==> src/rtl/cci_mpf_prim_pkg.sv <==
// Shared helpers for the MPF primitive library.
package cci_mpf_prim_pkg;

  // Address width for an N-deep structure, never narrower than one bit.
  function automatic int ptr_width(input int n);
    return (n < 2) ? 1 : $clog2(n);
  endfunction

endpackage

==> src/rtl/cci_mpf_prim_fifo_n_mem.sv <==
// FIFO storage: one synchronous write port, one asynchronous read port.
module cci_mpf_prim_fifo_n_mem
  import cci_mpf_prim_pkg::*;
#(
  parameter int N_DATA_BITS = 32,
  parameter int N_ENTRIES   = 4,
  parameter int N_ADDR_BITS = ptr_width(N_ENTRIES)
)
(
  input  logic                   clk,
  input  logic                   wen,
  input  logic [N_ADDR_BITS-1:0] waddr,
  input  logic [N_DATA_BITS-1:0] wdata,
  input  logic [N_ADDR_BITS-1:0] raddr,
  output logic [N_DATA_BITS-1:0] rdata
);

  logic [N_DATA_BITS-1:0] mem_q [N_ENTRIES];

  // Storage write; contents are deliberately not reset.
  always_ff @(posedge clk) begin
    if (wen) begin
      mem_q[waddr] <= wdata;
    end
  end

  assign rdata = mem_q[raddr];

endmodule

==> src/rtl/cci_mpf_prim_fifo_n.sv <==
// Parametrised N-entry FIFO with show-ahead read, occupancy count and
// programmable almostFull threshold.
module cci_mpf_prim_fifo_n
  import cci_mpf_prim_pkg::*;
#(
  parameter int N_DATA_BITS = 32,
  parameter int N_ENTRIES   = 4,
  parameter int THRESHOLD   = 1
)
(
  input  logic                      clk,
  input  logic                      reset,
  input  logic [N_DATA_BITS-1:0]    enq_data,
  input  logic                      enq_en,
  output logic                      notFull,
  output logic                      almostFull,
  output logic [N_DATA_BITS-1:0]    first,
  input  logic                      deq_en,
  output logic                      notEmpty,
  output logic [$clog2(N_ENTRIES):0] count
);

  localparam int PTR_W = ptr_width(N_ENTRIES);
  localparam int CNT_W = PTR_W + 1;

  if (N_ENTRIES < 2 || (N_ENTRIES & (N_ENTRIES - 1)) != 0) begin : g_bad_depth
    $error("cci_mpf_prim_fifo_n: N_ENTRIES must be a power of 2 and >= 2");
  end
  if (THRESHOLD < 0 || THRESHOLD >= N_ENTRIES) begin : g_bad_threshold
    $error("cci_mpf_prim_fifo_n: THRESHOLD must be in 0..N_ENTRIES-1");
  end

  logic [PTR_W-1:0] wr_ptr_q, wr_ptr_d;
  logic [PTR_W-1:0] rd_ptr_q, rd_ptr_d;
  logic [CNT_W-1:0] cnt_q, cnt_d;
  logic             enq_ok_s;
  logic             deq_ok_s;

  // Illegal strobes are squashed so a protocol error cannot corrupt state.
  assign enq_ok_s = enq_en & notFull;
  assign deq_ok_s = deq_en & notEmpty;

  // Next-state for pointers and occupancy.
  always_comb begin
    wr_ptr_d = wr_ptr_q;
    rd_ptr_d = rd_ptr_q;
    cnt_d    = cnt_q;
    if (enq_ok_s) begin
      wr_ptr_d = wr_ptr_q + PTR_W'(1);
    end else begin
      wr_ptr_d = wr_ptr_q;
    end
    if (deq_ok_s) begin
      rd_ptr_d = rd_ptr_q + PTR_W'(1);
    end else begin
      rd_ptr_d = rd_ptr_q;
    end
    case ({enq_ok_s, deq_ok_s})
      2'b10:   cnt_d = cnt_q + CNT_W'(1);
      2'b01:   cnt_d = cnt_q - CNT_W'(1);
      default: cnt_d = cnt_q;
    endcase
  end

  // State registers; reset wins over any same-cycle strobe.
  always_ff @(posedge clk) begin
    if (reset) begin
      wr_ptr_q <= '0;
      rd_ptr_q <= '0;
      cnt_q    <= '0;
    end else begin
      wr_ptr_q <= wr_ptr_d;
      rd_ptr_q <= rd_ptr_d;
      cnt_q    <= cnt_d;
    end
  end

  assign notEmpty   = (cnt_q != CNT_W'(0));
  assign notFull    = (cnt_q != CNT_W'(N_ENTRIES));
  assign almostFull = ((CNT_W'(N_ENTRIES) - cnt_q) <= CNT_W'(THRESHOLD));
  assign count      = cnt_q;

  cci_mpf_prim_fifo_n_mem #(
    .N_DATA_BITS (N_DATA_BITS),
    .N_ENTRIES   (N_ENTRIES),
    .N_ADDR_BITS (PTR_W)
  ) u_mem (
    .clk   (clk),
    .wen   (enq_ok_s),
    .waddr (wr_ptr_q),
    .wdata (enq_data),
    .raddr (rd_ptr_q),
    .rdata (first)
  );

  // Protocol checks, masked while reset is asserted.
  always_ff @(posedge clk) begin
    if (!reset) begin
      assert (!(enq_en && !notFull)) else $fatal(1, "Can't ENQ when full!");
      assert (!(deq_en && !notEmpty)) else $fatal(1, "Can't DEQ when empty!");
    end
  end

endmodule
==> config.mk <==
export PLATFORM = sky130hd
export DESIGN_NAME = cci_mpf_prim_fifo_n
export DESIGN_NICKNAME = d
export VERILOG_FILES = /design/src/rtl/cci_mpf_prim_pkg.sv /design/src/rtl/cci_mpf_prim_fifo_n_mem.sv /design/src/rtl/cci_mpf_prim_fifo_n.sv
export SDC_FILE = /design/constraint.sdc
export NUM_CORES = 1
export LEC_CHECK = 0
export ABC_AREA = 1
export CELL_PAD_IN_SITES_DETAIL_PLACEMENT = 2
export CELL_PAD_IN_SITES_GLOBAL_PLACEMENT = 2
export CORE_MARGIN = 5
export CORE_UTILIZATION = 38
export CTS_CLUSTER_DIAMETER = 150
export DETAILED_ROUTE_END_ITERATION = 7
export PLACE_DENSITY = 0.77
export SETUP_SLACK_MARGIN = 0.4
export SYNTH_ARGS = -nofsm -noshare
export SYNTH_HDL_FRONTEND = slang
export SYNTH_SLANG_ARGS = --single-unit
==> constraint.sdc <==
create_clock -name clk -period 3.9 [get_ports clk]
set_input_delay 0.39 -clock clk [delete_from_list [all_inputs] [get_ports clk]]
set_output_delay 0.39 -clock clk [all_outputs]
set_load 0.1 [all_outputs]
**Word-level counts from Yosys, hierarchy flattened**

Memories as Yosys holds them, arrays and structs flattened. A register that Yosys moved wholly into a read port is not among the register bits.
Index checks and enable logic that the tools add are counted.

- Bits in registers: 7
- RAM bits: 128
- Input bits: 36
- Output and inout port bits: 38
- Logic and storage cells: 22
- Memories: 1

- $add $sub $neg: 5
- $lt $le $gt $ge: 1
- Equality and inequality tests: 3
- Muxes and demuxes: 5
- Bitwise logic cells: 2
- Reductions and logical operators: 2

Memories:

| name | depth | bits a word | rd ports | clocked after Yosys merged registers in | write ports | line | source |
|---|---|---|---|---|---|---|---|
| u_mem.mem_q | 4 | 32 | 1 | 1 | 1 | cci_mpf_prim_fifo_n_mem.sv:18 | `logic [N_DATA_BITS-1:0] mem_q [N_ENTRIES];` |

Operators by type and width:

| cell | count |
|---|---|
| $pmux 3 s2 | 1 |
| $add 2x1->2 const B | 2 |
| $mux 2 | 2 |
| $add 3x1->3 const B | 1 |
| $le 3x1->1 const B | 1 |
| $ne 3x3->1 const B | 1 |
| $reduce_bool 3->1 | 1 |
| $sub 3x1->3 const B | 1 |
| $sub 3x3->3 const A | 1 |
| $and 1x1->1 | 2 |
| $eq 2x1->1 const B | 1 |
| $eq 2x2->1 const B | 1 |
| $mux 1 | 2 |
| $reduce_bool 2->1 | 1 |

**Longest topological paths before layout**

Gate-level depths: netlist (run 1).

- Depth in word-level cells: 4
- Mapped depth: 14
- Depth with buffers taken out: 14

**Modules after synthesis**

A second synthesis (run 1) with hierarchy kept.

- Cell total of the unflattened synthesis: 567
- Area, all modules: 5875.6 um2

By module, submodules not included:

| module | times used | cells each | area an instance (um2) | seq. area each (um2) |
|---|---|---|---|---|
| cci_mpf_prim_fifo_n_mem | 1 | 509 | 5437.7 | 3843.7 |
| cci_mpf_prim_fifo_n | 1 | 58 | 437.9 | 140.1 |

**Worst setup path before layout (run 1)**

No wires, ideal clock.

- Path type: register -> register
- Start point: reg cnt_q[0] (netlist: count[0])
- End point: mem u_mem.mem_q[0][0], enable pin
- Data arrival time: 4.029 ns
- Data required time: 3.479 ns
- Setup slack: -0.550 ns
- Stages on the path, launching flop included: 7
- Buffers on the path: 0
- Period minus slack after synthesis: 4.450 ns
- Path through: dfxtp_1 > inv_1 > ha_1 > ha_1 > inv_1 > nand2_1 > nor2_1

- Longest elaborated chain between the ends: 4

Ends and longest elaborated chain:

| element | line | source |
|---|---|---|
| start, declared | cci_mpf_prim_fifo_n.sv:35 | `logic [CNT_W-1:0] cnt_q, cnt_d;` |
| start signal, assigned | cci_mpf_prim_fifo_n.sv:74 | `cnt_q <= cnt_d;` |
| $ne 3x3->1 | cci_mpf_prim_fifo_n.sv:79 | `assign notFull = (cnt_q != CNT_W'(N_ENTRIES));` |
| via notFull | cci_mpf_prim_fifo_n.sv:15 | `output logic notFull,` |
| $and 1x1->1 | cci_mpf_prim_fifo_n.sv:40 | `assign enq_ok_s = enq_en & notFull;` |
| $mux 1 | cci_mpf_prim_fifo_n_mem.sv:22 | `if (wen) begin` |
| $mux 1 (not written as such) | cci_mpf_prim_fifo_n_mem.sv:23 | `mem_q[waddr] <= wdata;` |
| end, declared | cci_mpf_prim_fifo_n_mem.sv:18 |  |

The timed path passes the listed nets, and every way through them passes these cells.

**Worst setup path after layout (run 1)**

- Start point: reg cnt_q[0] (netlist: count[0])
- End point: out almostFull

- Longest elaborated chain between the ends: 2

Ends and longest elaborated chain:

| element | line | source |
|---|---|---|
| $sub 3x3->3 | cci_mpf_prim_fifo_n.sv:80 | `assign almostFull = ((CNT_W'(N_ENTRIES) - cnt_q) <= CNT_W'(THRESHOLD));` |
| $le 3x1->1 | cci_mpf_prim_fifo_n.sv:80 |  |
| end, declared | cci_mpf_prim_fifo_n.sv:16 | `output logic almostFull,` |

No other way between the ends.

==> summary by stage, run 1 <==
Cells and area
For this run, the share of the core covered by cells in the final layout is 0.484. The proportion of layout cells with a drive suffix above 1 is 0.163. After routing the design area is 0.00666 mm^2.

The final antenna diode count is 0. Excluding fillers, the count of instances in the completed layout stands at 646. For this run, the post-layout net count is 499. Compared with the post-synthesis result, the final layout area differs by 25.8%.

Min path
The worst hold path was traced through 2 stages. The worst hold path endpoint is rd_ptr_q[1]. The path type of the worst min-delay path is flip-flop to flip-flop.

In this run the most critical hold path is launched from rd_ptr_q[1].

Clock network
The maximum level of the CTS H-tree is 4. The number of gates resized after CTS was 0. The number of buffers inserted to repair setup after CTS is 0.

The total number of clock tree sinks is 137. Clock tree synthesis selected as its root buffer the cell clkbuf_16. Clock-pin slew was measured on the worst setup and hold paths at 60 ps. The CTS buffer count is 17. For this design, the CTS-stage hold fixing added 0 buffers. TritonCTS built the clock tree. The maximum count of clock buffers along a single path is 2.

The clock reaches the later pin of the worst-skew pair after 410 ps.

Outcome
The flow ran to the end, and the final reports show no timing, DRC or antenna violations.

Yosys
After synthesis the netlist holds a flip-flop and latch count of 137. The number of distinct library cell variants in the gate-level netlist after synthesis is 21. The sequential share of the synthesized area is 0.760. The count of mapped cells out of synthesis is 376. The mean instance size in the synthesized netlist is 14.1 um^2. The cell area that synthesis handed to floorplanning was 0.00530 mm^2. The synthesized netlist net count is 422. During synthesis, Yosys emitted a total of 0 warnings.

STA
The clock skew is 8.67 ps. The worst hold-check slack is 476 ps. The final count of hold timing violations is 0. Setup total negative slack on the finished layout was measured at 0 ps. The time the worst path needs with I/O delays and setup is 3060 ps. The slack of the critical path is 843 ps. In the finished design, the share of the clock period the worst path needs comes to 0.784. At the pin with the least slew margin, the transition time is 1160 ps. The upper clock frequency limit is 0.327 GHz.

Setup violations remaining at the end of the flow were counted as 0. The number of pins with negative max-slew slack in the final report is 0. Setup repair after global routing left no endpoint under its margin. In this run the tightest slew margin relative to its limit is 0.223.

Drt
After detailed routing, the total wire length is 14.2 mm. The iteration-0 DRC count of the detailed router is 194. The final routed wire length divided by cell count is 21.9 um.

The average vias per placed instance is 5.12. Before antenna repair, the detailed router went through 4 iterations. The overall via count from detail_route is 3309.

The detail route stage leaves a number of antenna-violating nets equal to 0. For this run, design rule violations remaining after detail routing come to 0.

Floorplanning
The core box area is 0.0138 mm^2. The x dimension of the die is 128 um. The top-level port count is 74. For this configuration, the core starts out at a cell density of 0.385. The die area is 0.0164 mm^2. The standard-cell row count is 43. The chip height is 128 um.

Power
For this design the static power due to leakage is 2.33 nW. The total power per unit cell area is 880 mW/mm^2. Total power for the finished layout comes to 5.86 mW. The worst voltage drop across the vdd grid is 0.370 mV.

Global route
In the global route stage, overall resource usage came out at 0.182. The met3 usage in global routing is 0.0442. The number of antenna violations at the first check in global routing came to 1.

The met1 usage in global routing is 0.205. The highest-utilization routing layer at the global route stage is met2. Entering global routing, the biggest net connects 65 pins.

The global route total overflow is 0. The via count of the first global-routing pass is 3870. The met2 global-route usage is 0.337. The first global-routing pass estimated 22.2 mm of wire.

Setup path
The worst reg2reg path endpoint is u_mem.mem_q[3][22]. For the worst setup path, the data required time is 3510 ps. The worst register-to-register path begins at count[0]. The capturing element type of the critical path is an output port.

Along the worst path, the maximum fanout reaches 6. Data on the critical path arrives at its endpoint at 2670 ps. The worst setup path is of the flip-flop to output port kind. The number of cells traversed by the worst register-to-register path is 6. The setup slack on the worst flop-to-flop path is 1210 ps.

The category of the worst setup path launch point is a flip-flop.

Placed design
The total of buffers placed on input and output ports is 73. The instance area after placement is 0.00608 mm^2. After detailed placement, the design holds a cell count of 614. Before CTS, the worst setup slack after placement is 1210 ps. The placed wire-length estimate is 8.33 mm. The global placer's final weighted congestion is 0.732.

Run
The tool flagged a number of max-cap violations equal to 0.
==> cell usage after synthesis <==
library cell | n | area share
fa_1 | 1 | 0.0038
nand2_1 | 7 | 0.0050
inv_2 | 1 | 0.00071
o21ai_0 | 41 | 0.039
nand3_1 | 2 | 0.0019
inv_8 | 1 | 0.0021
o22ai_1 | 32 | 0.038
clkbuf_1 | 1 | 0.00071
buf_6 | 9 | 0.019
nor2_1 | 70 | 0.050
buf_2 | 6 | 0.0057
a21oi_1 | 7 | 0.0066
edfxtp_1 | 128 | 0.73
nor2_2 | 1 | 0.0012
inv_1 | 18 | 0.013
ha_1 | 9 | 0.021
o21ai_1 | 28 | 0.026
dfxtp_1 | 9 | 0.034
nand4_1 | 1 | 0.0012
buf_4 | 3 | 0.0043
o21a_1 | 1 | 0.0014
==> area by class of cell <==
type,instances,area (um^2)
fillers,1350,7110
flip-flops and latches,137,4030
multi-input cells,200,1060
repair buffers,77,681
clock buffers,18,429
well taps,180,225
clock inverters,14,156
inverters,20,82.6
==> per-layer routing <==
metal / vias up / share of wire
met5: - / 0.00049
met4: 2 / 0.013
met3: 16 / 0.031
met2: 54 / 0.55
met1: 1691 / 0.40
li1: 1546 / -
==> logic make-up (layout without fill, tap and decap cells) <==
logic type | Yosys count | count (layout) | synth area share
and+or+nand+nor | 81 | 81 | 0.0588
buffers and inverters | 39 | 129 | 0.0454
adders and majority gates | 10 | 10 | 0.0250
DFF | 137 | 137 | 0.760
AOI/OAI and AO/OA | 109 | 109 | 0.111
==> flip-flops by register name (all words and copies together) (netlist names), named ones only <==
signal,count
u_mem.mem_q,128
count,3
wr_ptr_q,2
rd_ptr_q,2
==> critical path: stages, from the launching register on <==
cell and delay (ps):
dfxtp_2 370, inv_1 90, ha_1 230, ha_1 280, o21a_1 130, clkdlybuf4s50_1 1150
==> power breakdown <==
part	internal, mW	switching, mW
clock network	0.997	0.604
registers	1.77	0.0998
logic	0.460	1.93
==> worst max path at each step <==
stage,to,slack [ps],from,cells after the start
3_3_place_gp,u_mem.mem_q[3][1],1300,count[0],6
2_1_floorplan,count[1],510,count[0],9
4_1_cts,almostFull,820,count[0],5
6_report,almostFull,840,count[0],5
5_1_grt,almostFull,750,count[0],5
3_5_place_dp,u_mem.mem_q[3][3],1210,count[0],6
==> layout by cell type, fill, tap and decap left out <==
cell / netlist / routed
edfxtp_1: 128 / 128
nor2_1: 70 / 66
o21ai_0: 41 / 41
clkdlybuf4s50_1: 0 / 41
buf_4: 3 / 36
o22ai_1: 32 / 32
o21ai_1: 28 / 28
inv_1: 18 / 18
clkbuf_16: 0 / 17
ha_1: 9 / 9
nand2_1: 7 / 7
a21oi_1: 7 / 7
dfxtp_1: 9 / 6
clkinv_2: 0 / 6
nor2_4: 0 / 4
dfxtp_2: 0 / 3
bufinv_16: 0 / 3
nand3_1: 2 / 2
clkinv_4: 0 / 2
clkinvlp_4: 0 / 2
nor2_2: 1 / 1
inv_8: 1 / 1
inv_2: 1 / 1
o21a_1: 1 / 1
nand4_1: 1 / 1
fa_1: 1 / 1
clkbuf_1: 1 / 1
clkinv_1: 0 / 1
Note: power is estimated with default switching activity, not from simulation.
==> inputs of run 2 (changes only) <==
clock period = 3.15 ns   (was 3.9 ns; I/O delays follow)
==> run 2 against run 1 <==
Against the previous run: first-iteration DRC count is 11% lower; worst hold slack lost 2.9 ps; clock skew is 4.7 ps higher; sequential share of layout area fell by 3.5 points; die area stayed put; clock-buffer cell count stayed put; critical endpoint is now first[20].
==> summary by stage, run 2 (same netlist as run 1, synthesis figures left out) <==
STA
The count of final setup violators is 0. After routing, the total negative slack on setup checks comes to 0 ps. The number of pins with negative max-slew slack in the final report is 0. The final count of hold timing violations is 0.

The time the worst path needs with I/O delays and setup is 2550 ps. The final worst-path cycle share is 0.810. The clock skew is 13.4 ps. Across all hold checks on the routed design, the worst slack comes to 473 ps. The worst-margin pin slew is 984 ps. The upper clock frequency limit is 0.392 GHz.

The normalized max-slew margin is 0.342. Setup repair after global routing left no endpoint under its margin.

Power
The total power per unit cell area is 1080 mW/mm^2. The leakage power is 2.48 nW. The worst voltage drop across the vdd grid is 0.548 mV.

Cells and area
The top cell types in the final layout, fill and taps aside, are 128 x edfxtp_1, 66 x nor2_1, 41 x o21ai_0. The largest register by flop count is u_mem.mem_q. The count of cells in the finished layout, fillers not included, comes to 651. The register with the most flip-flops in the layout has 128 of them. Once layout is complete, the utilization of the core stands at 0.515. The number of nets in the layout is 504. The repair_antennas step left the layout with diodes totalling 0. Leaving out fill and tap cells, the most frequent cell in the layout is edfxtp_1. After routing the design area is 0.00709 mm^2.

The proportion of layout cells with a drive suffix above 1 is 0.180. The area added between synthesis and finish is 33.9%.

Clock network
Clock tree synthesis selected as its root buffer the cell clkbuf_16. Clock tree synthesis found a total of 137 sinks. The maximum level of the CTS H-tree is 4. The maximum count of clock buffers along a single path is 2. The number of buffers inserted to repair setup after CTS is 0. The CTS buffer count is 17. The CTS tree is done. The worst-skew pair later-pin latency is 430 ps. The count of hold buffers inserted by post-cts repair is 0. Clock-pin slew was measured on the worst setup and hold paths at 60 ps.

The post-cts resize count is 0.

Placed design
The number of placed instances, taps included, is 619. The instance area after placement is 0.00655 mm^2. At the end of routability-driven placement, the weighted congestion stood at 0.712. Buffers placed on the I/O ports in this run total 73. The placed wire-length estimate is 9.09 mm.

Floorplanning
The initial core utilization is 0.385. The x dimension of the die is 128 um. The die area is 0.0164 mm^2. The die is 128 um tall.

The core box area is 0.0138 mm^2. The top-level port count is 74. The floorplan has 43 rows.

Min path
The tightest min-delay check is of the flip-flop to flip-flop type.

Run
The tool flagged a number of max-cap violations equal to 0.

Setup path
The kind of critical path is flip-flop to output port. The highest net fanout along the worst path is 27. The required time at the worst-slack endpoint is 2830 ps.

The capturing element type of the critical path is an output port. STA classifies the critical path startpoint as a flip-flop. The endpoint arrival time on the critical path is 2240 ps.

Global route
Summed over all layers, the global routing overflow is 0. The wire length of the first global-routing pass is 22.8 mm. The largest net degree at the start of global routing is 65.

In the global route stage, overall resource usage came out at 0.189. The via count of the first global-routing pass is 3968. The number of antenna violations at the first check in global routing is 0.

Drt
The average vias per placed instance is 5.22. Summing over every cut layer, the via total after detailed routing is 3401. The number of remaining DRC errors is 0. The number of antenna-violating nets in the routed design is 0. The first routing iteration left 173 violations. In the final routed layout, each cell accounts on average for 22.5 um. The first TritonRoute pass finished after 4 iterations. After detailed routing, the total wire length is 14.6 mm.

Outcome
The run finished with clean final reports.
## run 2: routing by layer
metal	part of all wire	vias up	GRT usage
met5	0	-	0
met4	0.022	0	0.0868
met3	0.030	22	0.0446
met2	0.56	68	0.347
met1	0.39	1758	0.207
li1	-	1553	-
## run 2: worst max-delay path, cell delays in order (launching register included)
cell     delay [ps]
dfxtp_2         710
buf_4           360
o21ai_0         120
o22ai_1         380
buf_12          230
## run 2: area by class of cell
cell class                 instances  area, um^2
inverter                          20        86.3
clock buffer                      18         429
tap                              180         225
multi-input combinational        200        1070
clock inverter                    14         109
fill                            1331        6680
timing repair buffer              82        1140
sequential                       137        4040
## run 2: power breakdown
group	switching, mW	internal (mW)
Clock	0.752	1.07
Sequential	0.111	2.20
Combinational	2.52	1.04
## run 2: stage by stage
step / power [mW] / worst slack, ps
6_report: 7.68 / 598
3_3_place_gp: 5.82 / 998
3_5_place_dp: 5.91 / 865
4_1_cts: 7.78 / 555
5_1_grt: 7.98 / 463
2_1_floorplan: 4.68 / 411
## run 2: path summary, 6_finish.rpt
kind | from | endpoint | slack [ps] | cells past startpoint
max | flip-flop | first[20] | 600 | 4
min | rd_ptr_q[1] | flip-flop | 470 | 2
max reg2reg | count[0] | count[2] | 890 | 13
min reg2reg | rd_ptr_q[1] | flip-flop | 470 | 2
==> inputs of run 3 (changes only) <==
CORE_UTILIZATION = 34   (was 38)
PLACE_DENSITY = 0.73   (was 0.77)
clock period = 2.1 ns   (was 3.15 ns; I/O delays follow)
==> run 3 against run 2 <==
Against the previous run: cell area grew 33%; total power up 97%; largest power group unchanged; highest routed layer unchanged; global-route usage is 0.32 points higher; critical endpoint is now first[15].
==> summary by stage, run 3 (same netlist as run 1, synthesis figures left out) <==
Placed design
The cell count after placement is 657. At the placement stage, the worst setup path has a slack of 56.4 ps. The total of buffers placed on input and output ports is 73. The global placer's final weighted congestion is 0.741. Detailed placement finished with a half-perimeter wire length of 9.30 mm. In this run the cell area measured after placement is 0.00719 mm^2.

Cells and area
The final design utilization is 0.618. The leading cell type in the layout, fill and taps excluded is edfxtp_1. The final antenna diode count is 0. Leaving out fill and tap cells, the most frequent cells in the layout are 128 x edfxtp_1, 51 x buf_12, 35 x clkdlybuf4s50_1. Of the cells placed in the final design, the portion with a size suffix greater than 1 is 0.535.

The number of nets in the layout is 564. The area added between synthesis and finish is 78.0%. The finished layout cell area is 0.00943 mm^2. The number of flip-flops in the largest register is 128.

Fill cells in the final layout number 1227. The count of non-filler cells in the finished layout is 742. The largest register by flop count is u_mem.mem_q.

Global route
The first global-routing pass estimated 25.4 mm of wire. Across every metal layer, demand over resource in global routing totals 0.193. The largest net degree at the start of global routing is 33. The global route total overflow is 0. The via count of the first global-routing pass is 4159.

The number of antenna violations at the first check in global routing came to 0.

Power
Of the total power, the clock network draws 0.240. Of the total power, registers draw 0.231. The power consumption is 15.1 mW.

The part of the total power dissipated in combinational logic is 0.528. The switching share of total power is 0.432. The power spent charging and discharging nets is 6.55 mW. The internal cell power is 8.59 mW.

The worst voltage drop across the vdd grid is 1.15 mV. Dividing total power by cell area gives a power density of 1610 mW/mm^2. The leakage power is 3.23 nW.

STA
Adding up every negative setup slack in the final design gives 0 ps. The time the worst path needs with I/O delays and setup is 2050 ps. The number of pins with negative max-slew slack in the final report came to 0. The clock skew is 13.6 ps.

In the finished design, the share of the clock period the worst path needs comes to 0.978. The final count of hold timing violations is 0. The upper clock frequency limit is 0.487 GHz. The slack of the critical path is 45.2 ps. At the pin with the least slew margin, the transition time is 440 ps. Setup violations remaining at the end of the flow were counted as 0.

Final hold analysis gives a worst-case slack of 431 ps. Setup repair after global routing could not meet its margin everywhere. In this run the tightest slew margin relative to its limit is 0.703.

Drt
The detailed-routing iteration count for the pre-antenna-repair pass is 4. In the routed design, unresolved DRC markers number 0. The final routed wire length divided by cell count is 31.5 um. The number of antenna-violating nets in the routed design is 0. The wire length reported by the detailed router is 23.4 mm.

The overall via count from detail_route is 3939. The detailed router finished its first iteration with 237 violations. Using the TritonRoute via totals, the vias-per-cell ratio works out to 5.31.

Setup path
The critical path is of the flip-flop to output port type. The capturing element type of the critical path is an output port. On the worst path, the slowest cell contributes a delay of 390 ps. The critical path goes through buf_12 > buf_12 > clkinv_16 > o21ai_1 > o22ai_4 > buf_12. The worst setup path is launched from a flip-flop. Broken down by cell family, the worst path's largest delay share belongs to buffers and inverters. The setup slack on the worst flop-to-flop path is 60 ps. The buffers plus inverters on the worst setup path is 4. The number of cells traversed by the worst register-to-register path is 14. For the worst setup path, the data arrival time is 1840 ps. The critical-path cell with the highest stage delay is dfxtp_4. The required time at the worst-slack endpoint is 1890 ps.

Of all nets on the critical path, the largest fanout is 8. In this run the critical register-to-register path is launched from count[1]. The worst reg2reg path endpoint is count[2]. By instance count, the cell type seen most on the critical path is buf_12.

Clock network
In this run, post-CTS hold repair placed 0 buffers. The maximum count of clock buffers along a single path is 2. The later pin in the worst-skew pair is clocked with a latency of 440 ps. The clock drives 137 sinks. The H-tree generated during clock tree synthesis spans 4 levels.

The clock transition at the registers of the reported paths is 70 ps. TritonCTS created 17 clock buffers. The CTS tree is done. The cell at the root of the clock tree is clkbuf_16.

Outcome
The flow ran to the end, and the final reports show no timing, DRC or antenna violations.

Floorplanning
The x dimension of the die is 135 um. The floorplan step defined a die boundary enclosing 0.0182 mm^2. The chip height is 135 um. During I/O placement, the number of pins put on the boundary was 74. The core box area is 0.0153 mm^2. The standard-cell row count is 45.

The initial core utilization is 0.347.

Min path
The path type of the worst min-delay path is input port to flip-flop. The instance count along the most critical hold path is 1. The launch instance of the worst min-delay path is enq_data[26].

The worst hold path endpoint is u_mem.mem_q[0][26].

Run
The tool flagged a number of max-cap violations equal to 0.
==> run 3: metal layers <==
| layer | vias up | share of wire | track usage |
|---|---|---|---|
| li1 | 1688 | - | - |
| met1 | 2079 | 0.39 | 0.216 |
| met2 | 126 | 0.55 | 0.358 |
| met3 | 46 | 0.037 | 0.0466 |
| met4 | 0 | 0.030 | 0.0639 |
| met5 | - | 0 | 0 |
==> run 3: worst max-delay path by stage <==
stage | end | start | cells after the start
final | first[15] | flip-flop | 6
after global routing | count[2] | count[0] | 13
after detailed placement | count[2] | count[0] | 13
after global placement | count[2] | count[0] | 13
after floorplan | count[2] | count[1] | 14
after CTS | first[30] | flip-flop | 5
==> run 3: layout make-up <==
class                           count  area [um^2]  area share
Timing Repair inverter              6          134      0.0142
Sequential cell                   137         4040       0.429
Timing Repair Buffer              136         2090       0.222
Clock buffer                       20          467      0.0495
Multi-Input combinational cell    200         2090       0.221
Inverter                           20          121      0.0129
Tap cell                          211          264      0.0280
Clock inverter                     12          219      0.0232
==> run 3: timing repair <==
| action | 4_1_cts | 5_1_grt |
|---|---|---|
| buffers inserted | 16 | 16 |
| setup endpoints to repair | 139 | 167 |
| gates cloned | 4 | 17 |
| resized for setup | 97 | 132 |
| pin swaps | 12 | 40 |
==> run 3: power by group through the flow <==
stage	logic (mW)	clock network (mW)	registers (mW)
after global routing	8.24	3.80	3.51
final	8.00	3.64	3.50
after CTS	6.88	3.55	3.44
after detailed placement	6.24	0	3.50
after floorplan	4.09	0	3.62
after global placement	6.12	0	3.47
